### config.mk
export PLATFORM = sky130hd
export DESIGN_NAME = popcount_accum
export DESIGN_NICKNAME = d
export VERILOG_FILES = /design/src/rtl/popcount_pkg.sv /design/src/rtl/popcount_accum_sat_add.sv /design/src/rtl/popcount_accum.sv
export SDC_FILE = /design/constraint.sdc
export NUM_CORES = 1
export LEC_CHECK = 0
export ABC_CLOCK_PERIOD_IN_PS = 4350
export BUFFER_PORTS_ARGS = -buffer_cell sky130_fd_sc_hd__buf_2
export CAP_MARGIN = 10
export CORE_UTILIZATION = 35
export CTS_CLUSTER_DIAMETER = 200
export DETAILED_ROUTE_END_ITERATION = 12
export PLACE_DENSITY = 0.55
export SYNTH_ARGS = -nofsm -noshare
export SYNTH_HDL_FRONTEND = slang
export SYNTH_SLANG_ARGS = --single-unit
### constraint.sdc
create_clock -name clock -period 4.35 [get_ports clock]
set_clock_uncertainty 0.1 [all_clocks]
set_input_delay 0.435 -clock clock [delete_from_list [all_inputs] [get_ports clock]]
set_output_delay 0.435 -clock clock [all_outputs]
set_load 0.02 [all_outputs]
### src/rtl/popcount_pkg.sv
// Shared types and sizing helpers for the binarized popcount accumulation path.
package popcount_pkg;

  typedef enum logic {
    ACC,
    OUT
  } state_e;

  localparam int unsigned COUNT_WIDTH = 4;
  localparam int unsigned ACC_WIDTH   = 12;

  // Largest unsigned value representable in 'width' bits (capped at 32 bits).
  function automatic logic [31:0] sat_max(input int unsigned width);
    return (width >= 32) ? 32'hFFFF_FFFF : ((32'd1 << width) - 32'd1);
  endfunction

endpackage

### src/rtl/popcount_accum_sat_add.sv
// Unsigned saturating add of a popcount chunk onto the running accumulator.
module sat_add
  import popcount_pkg::*;
#(
  parameter int unsigned AccWidth   = ACC_WIDTH,
  parameter int unsigned CountWidth = COUNT_WIDTH
) (
  input  logic [AccWidth-1:0]   acc,
  input  logic [CountWidth-1:0] count,
  output logic [AccWidth-1:0]   sum,
  output logic                  clamped
);

  localparam int unsigned WideWidth = AccWidth + 1;
  localparam logic [AccWidth-1:0] MaxVal = AccWidth'(sat_max(AccWidth));

  logic [WideWidth-1:0] wide;

  // One extra bit catches the carry out; any carry means the clamp engages.
  always_comb begin
    wide    = WideWidth'(acc) + WideWidth'(count);
    clamped = wide[AccWidth];
    sum     = clamped ? MaxVal : wide[AccWidth-1:0];
  end

endmodule

### src/rtl/popcount_accum.sv
// Accumulates per-chunk popcounts over a last-delimited vector and emits the
// thresholded activation bit with the raw saturated sum.
module popcount_accum
  import popcount_pkg::*;
#(
  parameter int unsigned CountWidth = COUNT_WIDTH,
  parameter int unsigned AccWidth   = ACC_WIDTH
) (
  input  logic                  clock,
  input  logic                  reset,
  input  logic                  io_in_valid,
  output logic                  io_in_ready,
  input  logic [CountWidth-1:0] io_in_count,
  input  logic                  io_in_last,
  input  logic [AccWidth-1:0]   io_thresh,
  output logic                  io_out_valid,
  input  logic                  io_out_ready,
  output logic                  io_out_bit,
  output logic [AccWidth-1:0]   io_out_sum,
  output logic                  io_out_sat
);

  state_e              state;
  logic [AccWidth-1:0] acc;
  logic [AccWidth-1:0] thresh_q;
  logic                sat_flag;
  logic                mid_vec;

  logic [AccWidth-1:0] add_sum;
  logic                add_clamp;
  logic [AccWidth-1:0] thresh_cur;
  logic                beat;
  logic                take;
  logic                sat_next;

  sat_add #(
    .AccWidth  (AccWidth),
    .CountWidth(CountWidth)
  ) u_sat_add (
    .acc    (acc),
    .count  (io_in_count),
    .sum    (add_sum),
    .clamped(add_clamp)
  );

  assign io_in_ready  = (state == ACC) || io_out_ready;
  assign io_out_valid = (state == OUT);

  assign beat     = io_in_valid && io_in_ready;
  assign take     = io_out_valid && io_out_ready;
  assign sat_next = sat_flag || add_clamp;
  // The first beat of a vector compares against the live threshold so a
  // single-beat vector sees the value being captured on that same edge.
  assign thresh_cur = mid_vec ? thresh_q : io_thresh;

  always_ff @(posedge clock or negedge reset) begin
    if (!reset) begin
      state      <= ACC;
      acc        <= '0;
      thresh_q   <= '0;
      sat_flag   <= 1'b0;
      mid_vec    <= 1'b0;
      io_out_bit <= 1'b0;
      io_out_sum <= '0;
      io_out_sat <= 1'b0;
    end else begin
      if (take) begin
        state <= ACC;
      end
      if (beat) begin
        if (!mid_vec) begin
          thresh_q <= io_thresh;
        end
        if (io_in_last) begin
          io_out_sum <= add_sum;
          io_out_bit <= (add_sum >= thresh_cur);
          io_out_sat <= sat_next;
          acc        <= '0;
          sat_flag   <= 1'b0;
          mid_vec    <= 1'b0;
          state      <= OUT;
        end else begin
          acc      <= add_sum;
          sat_flag <= sat_next;
          mid_vec  <= 1'b1;
        end
      end
    end
  end

endmodule

==> impl_metrics.csv, run 1 <==
group,metric,value,unit
setup_path,startpoint_type,"register",
sta,timing.slew.headroom,34.78,%
route,dr.first_iter.drc_count,155,
die,ios,37,
min_path,hold_path.class,"input pin to async pin",
route,dr_total_vias,1926,
cts,clock_path_buffers,2,
sta,hold_viol,0,
yosys,synth.distinct_cells,48,
global_routing,track_usage,16.75,%
setup_path,worst-setup-path-type,"register to register",
sta,post-route-period-util,68.98,%
cts,numCtsBuffers,5,
sta,max_clock_freq,333.3,MHz
global_routing,grt_pass1_wl,9404,um
yosys,synth_warnings,0,
route,avgRoutedWirePerCell,15.49,um
sta,rsz0062_at_grt,"false",
die,die_w,85.71,um
route,drc,0,
sta,worst_slack,1350,ps
yosys,synth_top_family_by_area,"compound AO/OA/AOI/OAI gates",
global_routing,grt_max_degree,42,
yosys,synth_area_leaders,"dfrtp_1, ha_1, o21ai_0",
final_layout,fin_area,2803,um2
route,drt-total-wl,5746,um
sta,slew_violations,0,
status,outcome,"completed",
sta,post-route-min-period,3000,ps
yosys,synth_xor_area_share,1.071,%
power,power.density,448.5,nW/um2
yosys,syn_area,2452,um2
yosys,synth_seq_area_share,41.84,%
setup_path,crit_chain,"ha_1 > fa_1 > nand3_4 > a211oi_4 > nor4_1 > nor2_1 > ha_1 > and4_1 > a221oi_1 > a31oi_1",
setup_path,end_kind,"register",
place,gp_congestion,0.8590,
setup_path,arrival,3050,ps
yosys,synth_compound_area_share,20.05,%
cts,hold_buffers,0,
yosys,postSynthAreaPerCell,10.01,um2
place,place_hpwl,4252,um
setup_path,crit_family,"adder cells",
cts,clock_latency,300,ps
cts,cts-root-buf,"clkbuf_8",
cts,cts_tree,"built",
sta,tightest_slew,975.9,ps
yosys,syn-num-nets,283,
yosys,synth_top_area_cell,"dfrtp_1",
cts,cts.clk_slew.worst_paths,80,ps
global_routing,grt_pass1_vias,1786,
place,pre_cts_slack,1173,ps
final_layout,syn_to_final_growth,14.29,%
power,power.leakage,1.321,nW
die,dieArea,7345,um2
die,num_rows,30,
die,start_util,36.10,%
yosys,synth_mux_area_share,8.112,%
cts,cts-htree-levels,2,
setup_path,crit_slowest_cell,"fa_1",
yosys,synth_top_area_share,41.84,%
route,antenna_left,0,
sta,finalSetupViolCount,0,
setup_path,crit_path_max_fanout,7,
setup_path,worst_ep_required_time,4400,ps
yosys,synth-main-ff-cell,"dfrtp_1",
die,core-area,6794,um2
place,dpl_cell_area,2669,um2
place,port_buffers,36,
final_layout,fillers,671,
power,irDropWorstVdd,0.2636,mV
yosys,synth_edf_count,0,
route,dr.pass1.iters,4,
setup_path,crit_top_cell,"ha_1",
final_layout,drive_above_1_share,24.00,%
yosys,async_flop_share,100.0,%
final_layout,nets,312,
sta,setup-tns-final,0,ps
final_layout,n_antenna_cell,0,
run,maxCapViolations,0,
route,via_per_inst,5.191,
yosys,synthSimpleGateAreaFrac,15.92,%
die,dieHeight,85.71,um
cts,post_cts.repair.setup_buffers,0,
setup_path,path_buf_inv,0,
global_routing,grt_overflow,0,
global_routing,antenna_found_initial,0,
setup_path,worst_path_largest_cell_delay,450,ps
cts,ctsResizeCount,0,
yosys,ys_seq_elements,41,
yosys,synthCells,245,
yosys,synthAdderAreaFrac,8.980,%
cts,clock-sinks,41,
[area by class of cell]
class	instances	area [um2]	share of cell area (%)
clock inverter	3	65.06	2.321
multi-input combinational	186	1328	47.37
inverter	4	15.01	0.5357
timing repair buffer	36	180.2	6.429
clock buffer	5	68.82	2.455
sequential	41	1026	36.61
tap	96	120.1	4.286
[cells by family after synthesis]
family	after synthesis
XOR/XNOR	3
AND/OR/NAND/NOR	76
adder cells (fa/ha/maj)	17
multiplexers	19
AO/OA/AOI/OAI	71
flip-flops	41
buffers and inverters	18
[where the power goes]
group	internal, mW	switching [mW]
registers	0.449	0.0532
logic	0.154	0.234
clock network	0.228	0.139
[sequential cells by signal, summed over array words and instances, names as in the netlist]
name and cells:
acc 12, io_out_bit 1, io_out_sat 1, io_out_sum 12, io_out_valid 1, mid_vec 1, sat_flag 1, thresh_q 12
[worst register-to-register path, cell delays in order (launching register included)]
cell	delay, ps
dfrtp_1	390
ha_1	230
fa_1	450
nand3_4	170
a211oi_4	120
nor4_1	410
nor2_1	90
ha_1	300
and4_1	220
a221oi_1	260
a31oi_1	110
[through the flow]
stage | utilization [%] | hold slack, ps | power, mW | std cells
5_1_grt | 41.25 | 261.0 | 1.343 | 371
6_report | 41.25 | 177.5 | 1.257 | 371
2_1_floorplan | - | 39.41 | 0.7912 | 245
3_3_place_gp | 39.28 | 351.3 | 0.8927 | 363
4_1_cts | 41.25 | 226.0 | 1.268 | 371
3_5_place_dp | 39.28 | 365.6 | 0.9000 | 363
[layout by cell type, fill, tap and decap left out, drive strengths merged, types with 7 or more instances in the layout]
| cell type | instances |
|---|---|
| dfrtp | 41 |
| buf | 36 |
| nand2 | 33 |
| o21ai | 29 |
| nor2 | 17 |
| ha | 16 |
| a21oi | 13 |
| mux2i | 12 |
| mux2 | 7 |
| nand3 | 7 |
[synth_stat cells, types with 6 or more instances]
cell type / instances
nor2_1: 17
mux2_2: 7
nand3_1: 6
nand2_1: 33
o21ai_0: 27
mux2i_1: 12
a21oi_1: 12
dfrtp_1: 41
a31oi_1: 6
ha_1: 16
[per-layer routing]
metal / GRT usage (%) / wire [um] / up-vias
li1: - / - / 959
met1: 25.06 / 2891 / 910
met2: 24.51 / 2559 / 49
met3: 2.984 / 225 / 8
met4: 5.152 / 70 / 0
met5: 0 / 0 / -
[final timing paths]
kind	cells after the start	slack, ps	from	endpoint
setup / recovery	10	1350	acc[0]	io_out_bit
hold / removal	1	180	reset	thresh_q[8]
setup reg to reg	10	1350	acc[0]	io_out_bit
hold reg to reg	2	370	io_out_sum[1]	io_out_sum[1]
max in group asynchronous	1	3390	reset	acc[7]
min in group clock	2	370	io_out_sum[1]	io_out_sum[1]
Note: power is estimated with default switching activity, not from simulation.
==> run 2, diff against run 1 <==
- ABC_CLOCK_PERIOD_IN_PS: 4350 -> 3000
- clock period: 4.35 -> 3 ns (I/O delays scaled with it)
==> run 2 against run 1 <==
Against the previous run:
- via count up 3.1%
- worst setup slack got worse by 1200 ps
- routed wire length up 3.0%
- global-route usage increased by 0.83 points
- sequential share of layout area shrank 0.63 points
- first-iteration DRC count down 26%
- register-to-register slack worse by 1200 ps
- hold slack got worse by 130 ps
- final cell count grew 2.7%
- clock-buffer cell count increased by 1
- core utilization is 0.72 points higher
- non-clock buffer count rose by 10
==> impl_metrics.csv, run 2 (same netlist as run 1, synthesis figures left out) <==
group,metric,value,unit
final_layout,nets,322,
route,via_per_inst,5.213,
cts,clock_latency,300,ps
place,dpl_cell_area,2744,um2
die,dieArea,7345,um2
sta,hold_viol,0,
route,avgRoutedWirePerCell,15.53,um
min_path,hold_path.class,"input pin to async pin",
final_layout,layout_common_cells,"dfrtp_1, buf_2, nand2_1",
final_layout,layout_commonest_cell,"dfrtp_1",
route,drt-total-wl,5917,um
place,port_buffers,36,
die,core-area,6794,um2
global_routing,grt_max_degree,42,
die,ios,37,
setup_path,arrival,2860,ps
die,dieHeight,85.71,um
place,gp_congestion,0.8374,
die,num_rows,30,
sta,post-route-min-period,2815,ps
global_routing,track_usage,17.57,%
cts,clock_path_buffers,2,
power,irDropWorstVdd,0.2816,mV
power,power.density,593.3,nW/um2
sta,slew_violations,0,
setup_path,end_kind,"register",
global_routing,grt_overflow,0,
sta,tightest_slew,961.9,ps
setup_path,crit_path_max_fanout,6,
cts,clock-sinks,41,
route,dr_total_vias,1986,
status,outcome,"completed",
final_layout,top_regs,"acc x12, io_out_sum x12, thresh_q x12",
sta,rsz0062_at_grt,"false",
route,antenna_left,0,
cts,post_cts.repair.setup_buffers,0,
cts,cts-htree-levels,2,
die,start_util,36.10,%
route,drc,0,
sta,finalSetupViolCount,0,
power,p_total,1.692,mW
run,maxCapViolations,0,
final_layout,n_antenna_cell,0,
cts,numCtsBuffers,5,
final_layout,fin_area,2851,um2
global_routing,antenna_found_initial,0,
global_routing,grt_pass1_vias,1905,
setup_path,startpoint_type,"register",
global_routing,grt_pass1_wl,9963,um
die,die_w,85.71,um
route,dr.pass1.iters,4,
power,power.leakage,1.341,nW
place,place_hpwl,4359,um
cts,cts.clk_slew.worst_paths,80,ps
cts,ctsResizeCount,0,
sta,post-route-period-util,93.84,%
cts,cts-root-buf,"clkbuf_8",
setup_path,worst-setup-path-type,"register to register",
cts,cts_tree,"built",
final_layout,drive_above_1_share,28.42,%
cts,hold_buffers,0,
route,dr.first_iter.drc_count,114,
final_layout,syn_to_final_growth,16.28,%
sta,max_clock_freq,355.2,MHz
setup_path,worst_ep_required_time,3040,ps
sta,timing.slew.headroom,35.87,%
sta,hold_slack,50.71,ps
==> run 2: cell count changes in the layout (fill, tap and decap cells not counted), moves of 2 or more <==
cell / previous run / this run
buf_4: 0 / 10
bufinv_16: 2 / 0
ha_1: 16 / 14
ha_2: 0 / 2
==> run 2: final timing paths <==
check                                   from     endpoint  slack (ps)  cells after the start
worst min-delay path                   reset  thresh_q[8]          50                      1
worst max register to register        acc[3]   io_out_bit         180                     10
worst max-delay path                  acc[3]   io_out_bit         180                     10
max in group asynchronous              reset       acc[1]        2150                      1
worst min register to register    io_out_sat   io_out_sat         360                      2
min in group clock              io_thresh[6]  thresh_q[6]         240                      3
==> run 2: worst max-delay path, cell delays in order, from the launching register on <==
cell and delay [ps]:
dfrtp_1 390, ha_2 340, and3_2 220, a221o_1 380, xnor2_2 190, nand2_1 90
ha_1 290, a21oi_1 160, o21ai_0 110, a221oi_1 290, a31oi_1 120
==> run 2: layout make-up <==
cell class / count / area, um2
clock buffer: 6 / 72.57
clock inverter: 2 / 10.01
fill: 679 / 3943
inverter: 4 / 15.01
multi-input combinational: 186 / 1353
sequential: 41 / 1026
tap: 96 / 120.1
timing repair buffer: 46 / 255.2
==> run 2: metrics by stage <==
step	utilization, %	std cells	TNS [ps]	worst slack (ps)
after global routing	41.97	381	0	0.06484
after CTS	41.60	381	0	26.40
after detailed placement	40.39	373	-11.09	-11.09
after floorplan	-	245	0	341.1
after global placement	40.39	373	0	36.35
final	41.97	381	0	184.8
==> run 2: per-layer routing <==
metal	global-route usage, %	wire length (um)	vias up	share of wire, %
li1	-	-	980	-
met1	25.79	3011	957	51
met2	26.62	2645	44	45
met3	3.272	198	5	3.3
met4	4.545	62	0	1.0
met5	0	0	-	0
==> run 2: where the power goes <==
part	internal (mW)	switching, mW	leakage [nW]
registers	0.651	0.0787	0.526
logic	0.252	0.352	0.770
clock network	0.162	0.196	0.0450
total	1.07	0.627	1.34
==> run 3, diff against run 2 <==
- PLACE_DENSITY: 0.55 -> 0.56
- SYNTH_HIERARCHICAL: not set -> 1
==> run 3 against run 2 <==
Against the previous run:
- global-route usage shrank 1.1 points
- final cell count fell by 2.6%
- largest cell class unchanged
- highest routed layer unchanged
- clock-buffer cell count grew 1
- critical path type unchanged
- flip-flop and latch count unchanged
- core utilization rose by 5.7 points
- routed wire length down 11%
- clock power grew 5%
- sequential share of layout area down 2.3 points
- sequential power shrank 3.8%
- synthesized area fell by 4.6%
==> impl_metrics.csv, run 3 <==
group,metric,value,unit
yosys,synth-main-ff-cell,"dfrtp_1",
yosys,synth_warnings,6,
sta,tightest_slew,942.3,ps
setup_path,end_kind,"register",
route,dr_total_vias,1879,
final_layout,layout_commonest_cell,"dfrtp_1",
yosys,synth_top_area_share,43.87,%
setup_path,rr_endpoint,"io_out_bit",
sta,max_clock_freq,333.5,MHz
setup_path,worst-r2r-setup-slack,2,ps
cts,numCtsBuffers,5,
place,port_buffers,36,
sta,timing.slew.headroom,37.18,%
cts,hold_buffers,0,
yosys,yosys-top-cells-count,"dfrtp_1, nand2_1, ha_1",
route,drt-total-wl,5259,um
run,maxCapViolations,0,
setup_path,startpoint_type,"register",
place,gp_congestion,0.7974,
sta,finalSetupViolCount,0,
final_layout,fin_util,47.67,%
global_routing,grt_pass1_wl,9218,um
final_layout,regArea,1026,um2
global_routing,grt_overflow,0,
die,num_rows,29,
yosys,async_flop_share,100.0,%
route,via_per_inst,5.065,
power,p_total,1.778,mW
yosys,synth_seq_area_share,43.87,%
final_layout,top_regs,"acc x12, io_out_sum x12, thresh_q x12",
route,avgRoutedWirePerCell,14.18,um
die,start_util,36.62,%
yosys,postSynthAreaPerCell,10.30,um2
die,dieArea,7012,um2
final_layout,fin_area,3044,um2
cts,clock-sinks,41,
yosys,synth.distinct_cells,40,
route,dr.pass1.iters,4,
sta,hold_viol,0,
power,power.density,584.1,nW/um2
cts,cts_tree,"built",
min_path,hold_path.class,"input pin to async pin",
final_layout,layout_common_cells,"dfrtp_1, nand2_1, buf_2",
sta,post-route-min-period,2998,ps
final_layout,multi_input_area,1374,um2
route,antenna_left,0,
power,power.leakage,1.460,nW
die,die_w,83.74,um
die,core-area,6386,um2
yosys,ys_seq_elements,41,
yosys,synth_area_leaders,"dfrtp_1, ha_1, mux2_1",
route,drc,0,
setup_path,critPathLaunch,"acc[0]",
power,irDropWorstVdd,0.2970,mV
final_layout,n_antenna_cell,0,
global_routing,grt_max_degree,47,
sta,slew_violations,0,
final_layout,nets,332,
cts,cts-root-buf,"clkbuf_8",
place,dpl_cell_area,2763,um2
yosys,synth_top_area_cell,"dfrtp_1",
place,pre_cts_slack,-172.6,ps
setup_path,worst_ep_required_time,3120,ps
yosys,yosysMostFrequentCell,"dfrtp_1",
final_layout,drive_above_1_share,34.35,%
final_layout,syn_to_final_growth,30.18,%
die,dieHeight,83.74,um
global_routing,grt_use_met1,22.59,%
cts,clock_path_buffers,2,
sta,setup-tns-final,0,ps
global_routing,top_usage_layer,"met2",
cts,clock_latency,290,ps
yosys,syn_area,2338,um2
setup_path,critical_path.endpoint,"io_out_bit",
setup_path,worst-setup-path-type,"register to register",
global_routing,use_met3,2.868,%
setup_path,rr_startpoint,"acc[0]",
cts,cts.clk_slew.worst_paths,80,ps
setup_path,arrival,3120,ps
place,place_hpwl,3743,um
global_routing,antenna_found_initial,0,
setup_path,crit_path_max_fanout,4,
sta,worst_slack,1.639,ps
setup_path,rr_worst_depth,12,
sta,rsz0062_at_grt,"true",
status,outcome,"completed",
route,dr.first_iter.drc_count,92,
cts,cts-htree-levels,2,
global_routing,use_met2,26.76,%
yosys,synth_edf_count,0,
global_routing,grt_pass1_vias,1926,
yosys,synthCells,227,
global_routing,track_usage,16.47,%
sta,post-route-period-util,99.95,%
final_layout,fillers,607,
die,ios,37,
yosys,syn-num-nets,265,
run 3: cell types whose count changed after synthesis, moves of 3 or more:
cell / delta
a31oi_1: -6
nand2_1: +4
a22o_1: -4
mux2_2: -5
and3_1: -3
mux2_1: +14
nor2_1: -11
o21ai_0: -12
nor4_1: -3
o21ai_1: +10
nand4_1: +3
nand2b_1: +12
and3_2: -3
run 3: final cells by class:
| cell class | instances | share of cell area, % |
|---|---|---|
| multi-input combinational | 173 | 45.13 |
| sequential | 41 | 33.70 |
| timing repair buffer | 70 | 14.80 |
| tap | 77 | 3.165 |
| clock buffer | 7 | 2.836 |
| inverter | 3 | 0.3699 |
run 3: cells by family (layout without fill, tap and decap cells):
group	Yosys count	count (layout)	share of synthesized area, %
simple gates	75	75	16.69
compound gates	51	51	13.22
flops	41	41	43.87
mux	27	27	12.41
fa+ha+maj	17	17	9.417
buf+inv	13	80	3.264
xor+xnor	3	3	1.124
run 3: stage by stage:
stage,std cells,hold WS [ps]
floorplan,227,-95.59
global placement,357,365.0
detailed placement,357,371.1
CTS,368,87.75
global route,371,140.5
finish,371,55.80
run 3: worst max-delay path, stage by stage, from the launching register on:
cell and delay, ps:
dfrtp_1 420, ha_4 180, fa_2 350, nand3_2 90
a2111o_1 190, buf_6 130, nand2_2 40, mux2_4 290
ha_4 270, nand4_1 90, or3_1 390, o32a_1 280
a21oi_1 110
run 3: how the worst min path moves through the flow:
stage                startpoint            end  slack, ps  cells past startpoint
floorplan                 reset         acc[0]       -100                      0
global placement    thresh_q[6]    thresh_q[6]        370                      2
detailed placement  thresh_q[6]    thresh_q[6]        370                      2
CTS                       reset  io_out_sum[5]         90                      1
global route              reset  io_out_sum[5]        140                      1
finish                    reset  io_out_sum[5]         60                      1
run 3: power by group:
part	internal (mW)	switching [mW]	total [mW]
registers	0.648	0.0540	0.702
clock network	0.183	0.191	0.374
logic	0.337	0.366	0.703
total	1.17	0.611	1.78
run 3: layer usage:
metal,vias to the layer above,routed length [um]
met2,27,2479
met1,916,2577
li1,932,-
met5,-,0
met4,0,64
met3,4,137
run 3: what timing repair did:
action,CTS,global route
endpoints found under the setup margin,1,1
pin swaps,13,10
resized for setup,12,11
buffers inserted,4,3
